## src/rtl/lenet_axil_pkg.sv

```systemverilog
// Shared register map, bit positions and response codes for the LeNet AXI-Lite stream controller.
// Latency: none (definitions and a pure combinational decode helper).
// Backpressure: not applicable.
package lenet_axil_pkg;

  localparam logic [5:0] ADDR_CTRL   = 6'h00;
  localparam logic [5:0] ADDR_STATUS = 6'h04;
  localparam logic [5:0] ADDR_RESULT = 6'h08;
  localparam logic [5:0] ADDR_LEVEL  = 6'h0C;
  localparam logic [5:0] ADDR_CH0    = 6'h10;

  localparam int CTRL_START_BIT    = 0;
  localparam int CTRL_SOFT_RST_BIT = 1;
  localparam int CTRL_IRQ_EN_BIT   = 2;

  localparam int STATUS_DONE_BIT = 0;
  localparam int STATUS_OVF_BIT  = 1;

  // Bit offset of the per-FIFO full flags inside LEVEL
  localparam int LEVEL_FULL_OFS = 8;

  localparam logic [1:0] RESP_OKAY   = 2'b00;
  localparam logic [1:0] RESP_SLVERR = 2'b10;

  typedef enum logic [2:0] {
    SEL_CTRL,
    SEL_STATUS,
    SEL_RESULT,
    SEL_LEVEL,
    SEL_CH,
    SEL_NONE
  } reg_sel_e;

  // Map a byte address to the register it selects; channel windows beyond n_ch are unmapped.
  function automatic reg_sel_e decode_addr(input logic [5:0] addr, input int n_ch);
    reg_sel_e sel;
    sel = SEL_NONE;
    if (addr == ADDR_CTRL) begin
      sel = SEL_CTRL;
    end else if (addr == ADDR_STATUS) begin
      sel = SEL_STATUS;
    end else if (addr == ADDR_RESULT) begin
      sel = SEL_RESULT;
    end else if (addr == ADDR_LEVEL) begin
      sel = SEL_LEVEL;
    end else if ((addr[1:0] == 2'b00) && (addr >= ADDR_CH0) &&
                 ({28'd0, addr[5:2]} < 32'(4 + n_ch))) begin
      sel = SEL_CH;
    end
    return sel;
  endfunction

endpackage

```

## src/rtl/lenet_sync_fifo.sv

```systemverilog
// Single-clock first-word-fall-through FIFO with flush; extra pointer bit separates full from empty.
// Latency: a pushed word is visible on rdata_o the cycle after the push.
// Backpressure: push ignored when full unless a pop happens in the same cycle; flush beats push/pop.
module lenet_sync_fifo #(
  parameter int DEPTH = 16,
  parameter int WIDTH = 32
) (
  input  logic             clk_i,
  input  logic             rst_ni,
  input  logic             flush_i,
  input  logic             push_i,
  input  logic [WIDTH-1:0] wdata_i,
  input  logic             pop_i,
  output logic [WIDTH-1:0] rdata_o,
  output logic             empty_o,
  output logic             full_o
);

  localparam int AW = $clog2(DEPTH);

  logic [AW:0]      wr_ptr_q, wr_ptr_d;
  logic [AW:0]      rd_ptr_q, rd_ptr_d;
  logic [WIDTH-1:0] mem_q [DEPTH];
  logic             do_push;
  logic             do_pop;

  assign empty_o = (wr_ptr_q == rd_ptr_q);
  assign full_o  = (wr_ptr_q[AW] != rd_ptr_q[AW]) &&
                   (wr_ptr_q[AW-1:0] == rd_ptr_q[AW-1:0]);
  assign do_pop  = pop_i && !empty_o;
  // A full FIFO still accepts a word when the head leaves in the same cycle
  assign do_push = push_i && (!full_o || do_pop);
  assign rdata_o = mem_q[rd_ptr_q[AW-1:0]];

  // Pointer advance; the top bit toggles on wrap so equal indices can mean full or empty
  always_comb begin
    wr_ptr_d = wr_ptr_q;
    rd_ptr_d = rd_ptr_q;
    if (flush_i) begin
      wr_ptr_d = '0;
      rd_ptr_d = '0;
    end else begin
      if (do_push) wr_ptr_d = wr_ptr_q + (AW + 1)'(1);
      if (do_pop)  rd_ptr_d = rd_ptr_q + (AW + 1)'(1);
    end
  end

  // Pointer registers
  always_ff @(posedge clk_i or negedge rst_ni) begin
    if (!rst_ni) begin
      wr_ptr_q <= '0;
      rd_ptr_q <= '0;
    end else begin
      wr_ptr_q <= wr_ptr_d;
      rd_ptr_q <= rd_ptr_d;
    end
  end

  // Storage array; contents need no reset because the pointers gate visibility
  always_ff @(posedge clk_i) begin
    if (do_push && !flush_i) begin
      mem_q[wr_ptr_q[AW-1:0]] <= wdata_i;
    end
  end

endmodule

```

## src/rtl/lenet_axil_stream_ctrl.sv

```systemverilog
// AXI4-Lite control/status block feeding N_CH write-stream FIFOs and handshaking with the LeNet core.
// Latency: B and R responses one cycle after acceptance; pushed words reach m_tdata the next cycle.
// Backpressure: one outstanding write and one read; full channel FIFOs drop data with SLVERR.
module lenet_axil_stream_ctrl
  import lenet_axil_pkg::*;
#(
  parameter int N_CH       = 3,
  parameter int FIFO_DEPTH = 16,
  parameter int DATA_W     = 32,
  parameter int RES_W      = 4
) (
  input  logic                   ACLK,
  input  logic                   ARESETN,
  input  logic [5:0]             AWADDR,
  input  logic                   AWVALID,
  output logic                   AWREADY,
  input  logic [DATA_W-1:0]      WDATA,
  input  logic [DATA_W/8-1:0]    WSTRB,
  input  logic                   WVALID,
  output logic                   WREADY,
  output logic [1:0]             BRESP,
  output logic                   BVALID,
  input  logic                   BREADY,
  input  logic [5:0]             ARADDR,
  input  logic                   ARVALID,
  output logic                   ARREADY,
  output logic [DATA_W-1:0]      RDATA,
  output logic [1:0]             RRESP,
  output logic                   RVALID,
  input  logic                   RREADY,
  output logic [N_CH*DATA_W-1:0] m_tdata,
  output logic [N_CH-1:0]        m_tvalid,
  input  logic [N_CH-1:0]        m_tready,
  output logic                   core_start,
  output logic                   core_soft_rst,
  input  logic                   core_done,
  input  logic [RES_W-1:0]       core_result,
  output logic                   irq
);

  logic [1:0]        rst_sync_q;
  logic              rst_n;

  logic              wr_fire;
  logic              rd_fire;
  reg_sel_e          wr_sel;
  reg_sel_e          rd_sel;

  logic [N_CH-1:0]   ch_hit;
  logic [N_CH-1:0]   push;
  logic [N_CH-1:0]   pop;
  logic [N_CH-1:0]   empty;
  logic [N_CH-1:0]   full;
  logic              ovf_hit;

  logic              bvalid_q, bvalid_d;
  logic [1:0]        bresp_q, bresp_d;
  logic              rvalid_q, rvalid_d;
  logic [1:0]        rresp_q, rresp_d;
  logic [DATA_W-1:0] rdata_q, rdata_d;
  logic [DATA_W-1:0] rd_mux;
  logic [DATA_W-1:0] level_w;

  logic              ctrl_wr;
  logic              start_rise;
  logic              done_rise;
  logic              start_q, start_d;
  logic              irq_en_q, irq_en_d;
  logic              soft_q, soft_d;
  logic              done_q, done_d;
  logic              ovf_q, ovf_d;
  logic              irq_q, irq_d;
  logic              core_done_q;
  logic [RES_W-1:0]  result_q, result_d;

  logic              unused_wstrb;
  assign unused_wstrb = ^WSTRB;

  // Reset asserts immediately and releases two ACLK edges after ARESETN rises
  always_ff @(posedge ACLK or negedge ARESETN) begin
    if (!ARESETN) rst_sync_q <= 2'b00;
    else          rst_sync_q <= {rst_sync_q[0], 1'b1};
  end
  assign rst_n = rst_sync_q[1];

  assign wr_sel  = decode_addr(AWADDR, N_CH);
  assign rd_sel  = decode_addr(ARADDR, N_CH);
  assign wr_fire = rst_n && AWVALID && WVALID && !bvalid_q;
  assign rd_fire = rst_n && ARVALID && !rvalid_q;

  assign AWREADY = wr_fire;
  assign WREADY  = wr_fire;
  assign ARREADY = rd_fire;
  assign BVALID  = bvalid_q;
  assign BRESP   = bresp_q;
  assign RVALID  = rvalid_q;
  assign RRESP   = rresp_q;
  assign RDATA   = rdata_q;

  for (genvar k = 0; k < N_CH; k++) begin : g_ch
    assign ch_hit[k]   = (wr_sel == SEL_CH) && (AWADDR[5:2] == 4'(4 + k));
    assign pop[k]      = m_tready[k] && !empty[k];
    assign push[k]     = wr_fire && ch_hit[k] && (!full[k] || pop[k]);
    assign m_tvalid[k] = !empty[k];

    lenet_sync_fifo #(
      .DEPTH (FIFO_DEPTH),
      .WIDTH (DATA_W)
    ) u_fifo (
      .clk_i   (ACLK),
      .rst_ni  (rst_n),
      .flush_i (soft_q),
      .push_i  (push[k]),
      .wdata_i (WDATA),
      .pop_i   (pop[k]),
      .rdata_o (m_tdata[k*DATA_W +: DATA_W]),
      .empty_o (empty[k]),
      .full_o  (full[k])
    );
  end

  // A write into a full FIFO that is not draining this cycle is dropped
  assign ovf_hit = wr_fire && |(ch_hit & full & ~pop);

  // LEVEL view: empty flags in the low byte, full flags from bit 8
  always_comb begin
    level_w = '0;
    for (int k = 0; k < N_CH; k++) begin
      level_w[k]                  = empty[k];
      level_w[LEVEL_FULL_OFS + k] = full[k];
    end
  end

  // Read data selection; unmapped and write-only locations read as zero
  always_comb begin
    rd_mux = '0;
    case (rd_sel)
      SEL_CTRL: begin
        rd_mux[CTRL_START_BIT]  = start_q;
        rd_mux[CTRL_IRQ_EN_BIT] = irq_en_q;
      end
      SEL_STATUS: begin
        rd_mux[STATUS_DONE_BIT] = done_q;
        rd_mux[STATUS_OVF_BIT]  = ovf_q;
      end
      SEL_RESULT: rd_mux[RES_W-1:0] = result_q;
      SEL_LEVEL:  rd_mux = level_w;
      default:    rd_mux = '0;
    endcase
  end

  // AXI response channels: capture on acceptance, hold until the master takes it
  always_comb begin
    bvalid_d = bvalid_q;
    bresp_d  = bresp_q;
    rvalid_d = rvalid_q;
    rresp_d  = rresp_q;
    rdata_d  = rdata_q;
    if (wr_fire) begin
      bvalid_d = 1'b1;
      bresp_d  = ((wr_sel == SEL_NONE) || ovf_hit) ? RESP_SLVERR : RESP_OKAY;
    end else if (bvalid_q && BREADY) begin
      bvalid_d = 1'b0;
    end
    if (rd_fire) begin
      rvalid_d = 1'b1;
      rdata_d  = rd_mux;
      rresp_d  = (rd_sel == SEL_NONE) ? RESP_SLVERR : RESP_OKAY;
    end else if (rvalid_q && RREADY) begin
      rvalid_d = 1'b0;
    end
  end

  // Control and status updates; soft reset clears last so it wins over same-cycle events
  always_comb begin
    ctrl_wr    = wr_fire && (wr_sel == SEL_CTRL);
    start_d    = ctrl_wr ? WDATA[CTRL_START_BIT]  : start_q;
    irq_en_d   = ctrl_wr ? WDATA[CTRL_IRQ_EN_BIT] : irq_en_q;
    soft_d     = ctrl_wr && WDATA[CTRL_SOFT_RST_BIT];
    start_rise = ctrl_wr && WDATA[CTRL_START_BIT] && !start_q;
    done_rise  = core_done && !core_done_q;

    done_d   = done_q;
    result_d = result_q;
    ovf_d    = ovf_q || ovf_hit;
    if (start_rise) done_d = 1'b0;
    if (done_rise) begin
      done_d   = 1'b1;
      result_d = core_result;
    end
    if (soft_q) begin
      done_d   = 1'b0;
      ovf_d    = 1'b0;
      result_d = '0;
    end
    irq_d = done_d && irq_en_d;
  end

  // State registers for the AXI responses and control/status
  always_ff @(posedge ACLK or negedge rst_n) begin
    if (!rst_n) begin
      bvalid_q    <= 1'b0;
      bresp_q     <= RESP_OKAY;
      rvalid_q    <= 1'b0;
      rresp_q     <= RESP_OKAY;
      rdata_q     <= '0;
      start_q     <= 1'b0;
      irq_en_q    <= 1'b0;
      soft_q      <= 1'b0;
      done_q      <= 1'b0;
      ovf_q       <= 1'b0;
      irq_q       <= 1'b0;
      core_done_q <= 1'b0;
      result_q    <= '0;
    end else begin
      bvalid_q    <= bvalid_d;
      bresp_q     <= bresp_d;
      rvalid_q    <= rvalid_d;
      rresp_q     <= rresp_d;
      rdata_q     <= rdata_d;
      start_q     <= start_d;
      irq_en_q    <= irq_en_d;
      soft_q      <= soft_d;
      done_q      <= done_d;
      ovf_q       <= ovf_d;
      irq_q       <= irq_d;
      core_done_q <= core_done;
      result_q    <= result_d;
    end
  end

  assign core_start    = start_q;
  assign core_soft_rst = soft_q;
  assign irq           = irq_q;

endmodule

```

## config.mk

```make
export PLATFORM = sky130hd
export DESIGN_NAME = lenet_axil_stream_ctrl
export DESIGN_NICKNAME = d
export VERILOG_FILES = /design/src/rtl/lenet_axil_pkg.sv /design/src/rtl/lenet_sync_fifo.sv /design/src/rtl/lenet_axil_stream_ctrl.sv
export SDC_FILE = /design/constraint.sdc
export NUM_CORES = 1
export LEC_CHECK = 0
export ABC_AREA = 0
export CAP_MARGIN = 0
export CELL_PAD_IN_SITES_DETAIL_PLACEMENT = 2
export CELL_PAD_IN_SITES_GLOBAL_PLACEMENT = 2
export CORE_MARGIN = 3
export CORE_UTILIZATION = 40
export CTS_CLUSTER_DIAMETER = 150
export DETAILED_ROUTE_END_ITERATION = 8
export GPL_TIMING_DRIVEN = 1
export PLACE_DENSITY = 0.77
export SLEW_MARGIN = 20
export SYNTH_ARGS = -nofsm -noshare
export SYNTH_HDL_FRONTEND = slang
export SYNTH_HIERARCHICAL = 1
export SYNTH_SLANG_ARGS = --single-unit
```

## constraint.sdc

```tcl
create_clock -name ACLK -period 4 [get_ports ACLK]
set_input_delay 0.4 -clock ACLK [delete_from_list [all_inputs] [get_ports ACLK]]
set_output_delay 0.4 -clock ACLK [all_outputs]
set_load 0.02 [all_outputs]
```

After elaboration in Yosys (flattened, before gate mapping)
Memories as Yosys holds them, arrays and structs flattened.
Cells that the tools add are included.
{"block": "word_totals", "reg_bits": 81, "ram_bits": 1536, "n_memories": 3, "elab_cells": 183}
{"name": "g_ch[0].u_fifo.mem_q", "words": 16, "width": 32, "read_ports": 1, "rd_ports_with_merged_regs": 0, "write_ports": 1, "line": "lenet_sync_fifo.sv:23", "text": "logic [WIDTH-1:0] mem_q [DEPTH];"}
{"name": "g_ch[1].u_fifo.mem_q", "words": 16, "width": 32, "read_ports": 1, "rd_ports_with_merged_regs": 0, "write_ports": 1, "line": "lenet_sync_fifo.sv:23"}
{"name": "g_ch[2].u_fifo.mem_q", "words": 16, "width": 32, "read_ports": 1, "rd_ports_with_merged_regs": 0, "write_ports": 1, "line": "lenet_sync_fifo.sv:23"}
{"block": "classes", "reduce_logical": 77, "n_eq_ne": 24, "order_cmp": 4, "n_mux": 46, "n_addsub": 6, "n_bitwise": 3}
{"op": "two-way mux 5 bit", "n": 12}
{"op": "logical AND 1 bit", "n": 42}
{"op": "adder 5 x 1 -> 5 bit (second input constant)", "n": 6}
{"op": "equality test 6 x 4 -> 1 bit (second input constant)", "n": 4}
{"op": "two-way mux 3 bit", "n": 8}
{"op": "two-way mux 1 bit", "n": 18}
{"op": "nonzero test 2 bit", "n": 9}
{"op": "equality test 5 bit", "n": 3}
{"op": "equality test 4 x 3 -> 1 bit (second input constant)", "n": 3}
{"op": "equality test 4 bit", "n": 3}
{"op": "equality test 6 x 3 -> 1 bit (second input constant)", "n": 2}
{"op": ">= comparator 6 x 5 -> 1 bit (second input constant)", "n": 2}
{"op": "logical NOT 6 bit", "n": 2}
{"op": "logical NOT 1 bit", "n": 11}
{"op": "equality test 3 bit (second input constant)", "n": 3}
{"op": "logical OR 1 bit", "n": 8}
{"op": "less-than comparator 4 x 3 -> 1 bit (second input constant)", "n": 2}
{"op": "two-way mux 4 bit", "n": 2}
{"op": "two-way mux 7 bit", "n": 1}
{"op": "AND 3 bit", "n": 2}
{"op": "equality test 3 x 2 -> 1 bit (second input constant)", "n": 2}
{"op": "logical NOT 3 bit", "n": 2}
{"op": "one-hot mux 1 bit (3 select lines)", "n": 2}
{"op": "logical NOT 2 bit", "n": 2}
{"op": "other kinds (6)", "n": 9}

Depth between registers and ports, before layout
{"block": "depth", "ltp_word": 16, "ltp_mapped": 11, "depth_no_buf": 10}

By module
The synthesis kept the hierarchy.
{"mod": "lenet_sync_fifo", "area_each_um2": 19946.6, "cells_per_inst": 799, "instances": 3, "seq_area_each_um2": 15625.0}
{"mod": "lenet_axil_stream_ctrl", "area_each_um2": 1401.3, "cells_per_inst": 136, "instances": 1, "seq_area_each_um2": 600.6}

Least setup slack after synthesis
Ideal clock, no wire load.
{"block": "synth_timing", "kind": "reg-to-reg", "from": "register rst_sync_q[1]", "to": "memory g_ch[1].u_fifo.mem_q[0][0], enable pin", "setup_slack_ns": -1.323, "synth_period_minus_slack_ns": 5.323, "t_required_ns": 3.539, "arrival_time_ns": 4.862, "setup_time_ns": 0.461, "path_stages_with_launch": 8, "path_cell_list": "dfrtp_1 > nand4b_1 > inv_2 > o2111a_1 > nand2b_1 > a21oi_1 > nand2_1 > nor3_1"}
{"block": "synth_via", "elab_chain_cells": 9}
{"element": "start: declaration", "line": "lenet_axil_stream_ctrl.sv:41", "text": "logic [1:0] rst_sync_q;"}
{"element": "start signal: assignment", "line": "lenet_axil_stream_ctrl.sv:82", "text": "else rst_sync_q <= {rst_sync_q[0], 1'b1};"}
{"element": "logical AND 1 bit (3 in series)", "line": "lenet_axil_stream_ctrl.sv:88", "text": "assign wr_fire = rst_n && AWVALID && WVALID && !bvalid_q;"}
{"element": "net AWREADY", "line": "lenet_axil_stream_ctrl.sv:16", "text": "output logic AWREADY,"}
{"element": "logical AND 1 bit (2 in series)", "line": "lenet_axil_stream_ctrl.sv:103", "text": "assign push[k] = wr_fire && ch_hit[k] && (!full[k] || pop[k]);"}
{"element": "net push[1]", "line": "lenet_axil_stream_ctrl.sv:50", "text": "logic [N_CH-1:0] push;"}
{"element": "logical AND 1 bit", "line": "lenet_sync_fifo.sv:32", "text": "assign do_push = push_i && (!full_o || do_pop);"}
{"element": "logical AND 1 bit", "line": "lenet_sync_fifo.sv:61", "text": "if (do_push && !flush_i) begin"}
{"element": "two-way mux 1 bit", "line": "lenet_sync_fifo.sv:61"}
{"element": "two-way mux 1 bit (not written as such)", "line": "lenet_sync_fifo.sv:62", "text": "mem_q[wr_ptr_q[AW-1:0]] <= wdata_i;"}
{"element": "end: declaration", "line": "lenet_sync_fifo.sv:23"}
The timed path passes the listed nets, and every way through them passes these cells.

Final worst setup path
{"block": "layout_timing", "from": "register g_ch[2].u_fifo.rd_ptr_q[1]", "to": "memory g_ch[2].u_fifo.mem_q[4][22], enable pin"}
{"block": "layout_via", "elab_chain_cells": 9, "elab_cells_between_ends": 14, "cone_classes": "2 x eq/ne; 2 x mux; 10 x reduce/logical"}
{"element": "start: declaration", "line": "lenet_sync_fifo.sv:22", "text": "logic [AW:0] rd_ptr_q, rd_ptr_d;"}
{"element": "start signal: assignment", "line": "lenet_sync_fifo.sv:55", "text": "rd_ptr_q <= rd_ptr_d;"}
{"element": "equality test 5 bit", "line": "lenet_sync_fifo.sv:27", "text": "assign empty_o = (wr_ptr_q == rd_ptr_q);"}
{"element": "net empty[2]", "line": "lenet_axil_stream_ctrl.sv:52", "text": "logic [N_CH-1:0] empty;"}
{"element": "logical NOT 1 bit", "line": "lenet_axil_stream_ctrl.sv:102", "text": "assign pop[k] = m_tready[k] && !empty[k];"}
{"element": "logical AND 1 bit", "line": "lenet_axil_stream_ctrl.sv:102"}
{"element": "net pop[2]", "line": "lenet_axil_stream_ctrl.sv:51", "text": "logic [N_CH-1:0] pop;"}
{"element": "logical OR 1 bit", "line": "lenet_axil_stream_ctrl.sv:103"}
{"element": "logical AND 1 bit", "line": "lenet_axil_stream_ctrl.sv:103"}
{"element": "net push[2]", "line": "lenet_axil_stream_ctrl.sv:50"}
{"element": "logical AND 1 bit", "line": "lenet_sync_fifo.sv:32"}
{"element": "logical AND 1 bit", "line": "lenet_sync_fifo.sv:61"}
{"element": "two-way mux 1 bit", "line": "lenet_sync_fifo.sv:61"}
{"element": "two-way mux 1 bit (not written as such)", "line": "lenet_sync_fifo.sv:62"}
{"element": "end: declaration", "line": "lenet_sync_fifo.sv:23"}
The timed path passes the listed nets, and every way through them passes these cells.

==> reports/metrics.yaml <==
outcome: "completed"
critPathLaunchType: "flip-flop"
async_reset_ff_share_pct: 3.40
cts_buffer_depth: 3
max_cap_viol_count: 0
drc_errors: 0
dp_hpwl_mm: 111
met1_usage_pct: 32.3
viasPerCell: 6.00
drt_iter0_drc: 4063
first_global_vias: 33000
worstSkewPairLatency_ns: 0.81
arrival_ns: 4.42
start_util_pct: 40.6
syn_inst: 2533
rows: 142
fin_crit_ns: 4.00
area_growth_syn_to_layout_pct: 18.7
h-tree-depth: 4
first_pass_iters: 5
pwr-share-seq_pct: 37.8
sw_frac_of_total_pct: 30.3
pin_count: 206
tritoncts: "done"
powerDensity_nw_per_um2: 677
leakage_nw: 23.0
antenna_found_initial: 12
layout_commonest_cell: "edfxtp_1"
clk_pin_slew_worst_paths_ns: 0.06
core_sq_um: 151000
worst_slack_ns: 0.0000546
combPwrFrac_pct: 30.6
synthesis.area_sq_um: 61200
switching_power_mw: 14.9
fmax_mhz: 250
finalWeightedCongestion: 0.780
dieHeight_um: 397
gr-usage-met3_pct: 5.36
finalSetupViolations: 0
antenna_cells: 0
synth_seq_area_share_pct: 77.5
dp_slack_ns: -0.224
clockRootBuffer: "clkbuf_16"
grtUsageTotal_pct: 25.7
syn-mean-instance-area_sq_um: 24.2
drive_above_1_share_pct: 32.5
wl_per_cell_um: 39.9
yosysUniqueCellTypes: 49
final-max-slew-violation-count: 0
tightest_slew_ns: 1.15
drt_wl_total_mm: 203
grt_pass1_wl_mm: 281
p_int_mw: 34.3
grt_max_degree: 132
clock_skew_ns: 0.0413
synth_ff_type: "edfxtp_1"
fin_crit_sh_pct: 100
use_met2_pct: 43.9
crit_type: "reg2reg"
cp_data_required_time_ns: 4.42
max-vdd-ir-drop_v: 0.000567
cts_made_buffers: 167
io_buffers: 174
hold_class: "in2reg"
overflow: 0
nNetsFinal: 3008
postPlaceCellArea_sq_um: 66400
final_cell_mix: "edfxtp_1 (1536), mux4_2 (481), clkbuf_16 (175), clkdlybuf4s50_1 (137), buf_4 (122)"
ys_warn_count: 6
die_w_um: 397
grt.busiest_layer: "met2"
synth.ff_latch_count: 1590
worstPathMaxFanout: 12
hold_viol_final: 0
ant_nets: 0
clkPwrFrac_pct: 31.6
die_area_sq_um: 158000
endpoint_kind: "flip-flop"
final_area_sq_um: 72700
rsz0062_at_grt: "yes"
via_count: 30500
clock_sinks: 1590
synth_edf_count: 1536
relSlewSlack_pct: 23.0
==> worst max-delay path: stages, from the launching register on <==
cell      delay (ns)
dfrtp_4         0.51
xor2_1          0.41
nor4_4          0.12
and2_1          0.27
nor2b_1         0.21
o2111a_1        0.39
nand2b_1        0.11
a21oi_1         0.23
buf_4           0.20
nand2_2         0.21
nor2_2          0.94
==> registers in the layout (all words and copies together) (netlist names), 2 cells and up <==
register / count
RDATA: 7
g_ch.u_fifo/mem_q: 1536
g_ch.u_fifo/rd_ptr_q: 15
g_ch.u_fifo/wr_ptr_q: 15
result_q: 4
rst_sync_q: 2
==> power groups by stage <==
stage	logic, mW	clock network, mW	registers [mW]
6_report	15.1	15.5	18.6
5_1_grt	15.7	16.4	18.6
4_1_cts	15.0	15.6	18.6
3_5_place_dp	14.4	0	18.9
3_3_place_gp	14.0	0	18.8
2_1_floorplan	9.47	0	18.8
==> area by class of cell <==
cell class | instances | area, sq um
Fill cell | 13100 | 78300
Sequential cell | 1590 | 47500
Multi-Input combinational cell | 805 | 13300
Clock buffer | 217 | 4430
Timing Repair Buffer | 346 | 3920
Tap cell | 2016 | 2520
Clock inverter | 90 | 881
Inverter | 20 | 75.1
==> worst paths after layout <==
path	startpoint	endpoint	slack (ns)	depth (start not counted)
setup / recovery	g_ch[2].u_fifo/rd_ptr_q[1]	g_ch[2].u_fifo/mem_q[4][22]	0.00005	10
hold reg to reg	rst_sync_q[0]	rst_sync_q[1]	0.35	0
max in group asynchronous	rst_sync_q[1]	g_ch[0].u_fifo/rd_ptr_q[1]	2.81	1
setup reg to reg	g_ch[2].u_fifo/rd_ptr_q[1]	g_ch[2].u_fifo/mem_q[4][22]	0.00005	10
hold / removal	WDATA[8]	g_ch[0].u_fifo/mem_q[7][8]	0.03	1
min in group asynchronous	ARESETN	rst_sync_q[0]	0.30	2
==> cell usage after synthesis (5+ instances only) <==
library cell / number / area, sq um
nor2_1: 73 / 274
nand2_1: 27 / 101
mux4_2: 481 / 10800
nor2b_1: 10 / 62.6
edfxtp_1: 1536 / 46100
nand4_1: 10 / 62.6
a21boi_1: 6 / 45.0
a22o_2: 5 / 50.1
buf_2: 25 / 125
xor2_1: 12 / 105
and2_1: 8 / 50.1
dfrtp_1: 54 / 1350
buf_6: 34 / 383
xnor2_1: 21 / 184
nand3_1: 5 / 25.0
clkbuf_1: 40 / 150
mux2i_1: 11 / 110
ha_1: 15 / 188
buf_4: 28 / 210
a21oi_1: 21 / 105
nor3_1: 13 / 65.1
o21ai_0: 6 / 30.0
inv_1: 19 / 71.3
nand2b_1: 10 / 62.6
buf_1: 27 / 101
==> per-layer routing <==
metal	share of wire, %	vias up
met4	3.9	0
met2	52	1812
met1	37	16800
met5	0	-
met3	7.8	378
li1	-	11600
==> kinds of logic (layout without fill, tap and decap cells) <==
family	Yosys count	after routing	share of synthesized area [%]
flops	1590	1590	77.5
mux	496	496	17.9
buf+inv	175	673	1.73
simple gates	171	182	1.46
compound gates	51	51	0.554
xor+xnor	33	33	0.472
fa+ha+maj	15	15	0.306
other cells	2	28	0.0123
==> through the flow <==
stage | utilization [%] | instances | power, mW | hold WS [ns] | setup TNS (ns)
after floorplan | - | 2559 | 28.2 | 0.104 | -585.36
after global placement | 44.0 | 4720 | 32.9 | 0.342 | 0
after detailed placement | 44.0 | 4720 | 33.3 | 0.342 | -14.26
after CTS | 47.8 | 5059 | 49.2 | 0.0282 | -0.348
after global routing | 48.1 | 5084 | 50.7 | 0.00973 | -1.44
final | 48.1 | 5084 | 49.2 | 0.0348 | 0
==> timing repair <==
| action | 4_1_cts | 5_1_grt |
|---|---|---|
| setup buffers | 14 | 15 |
| endpoints found under the setup margin | 297 | 458 |
| gates resized for setup | 26 | 18 |
| cloned | 17 | 6 |
| pin swaps | 12 | 5 |
| hold endpoints to repair | 2 | 13 |
| hold buffers | 1 | 1 |
No activity file was read; power rests on OpenSTA's default activity.
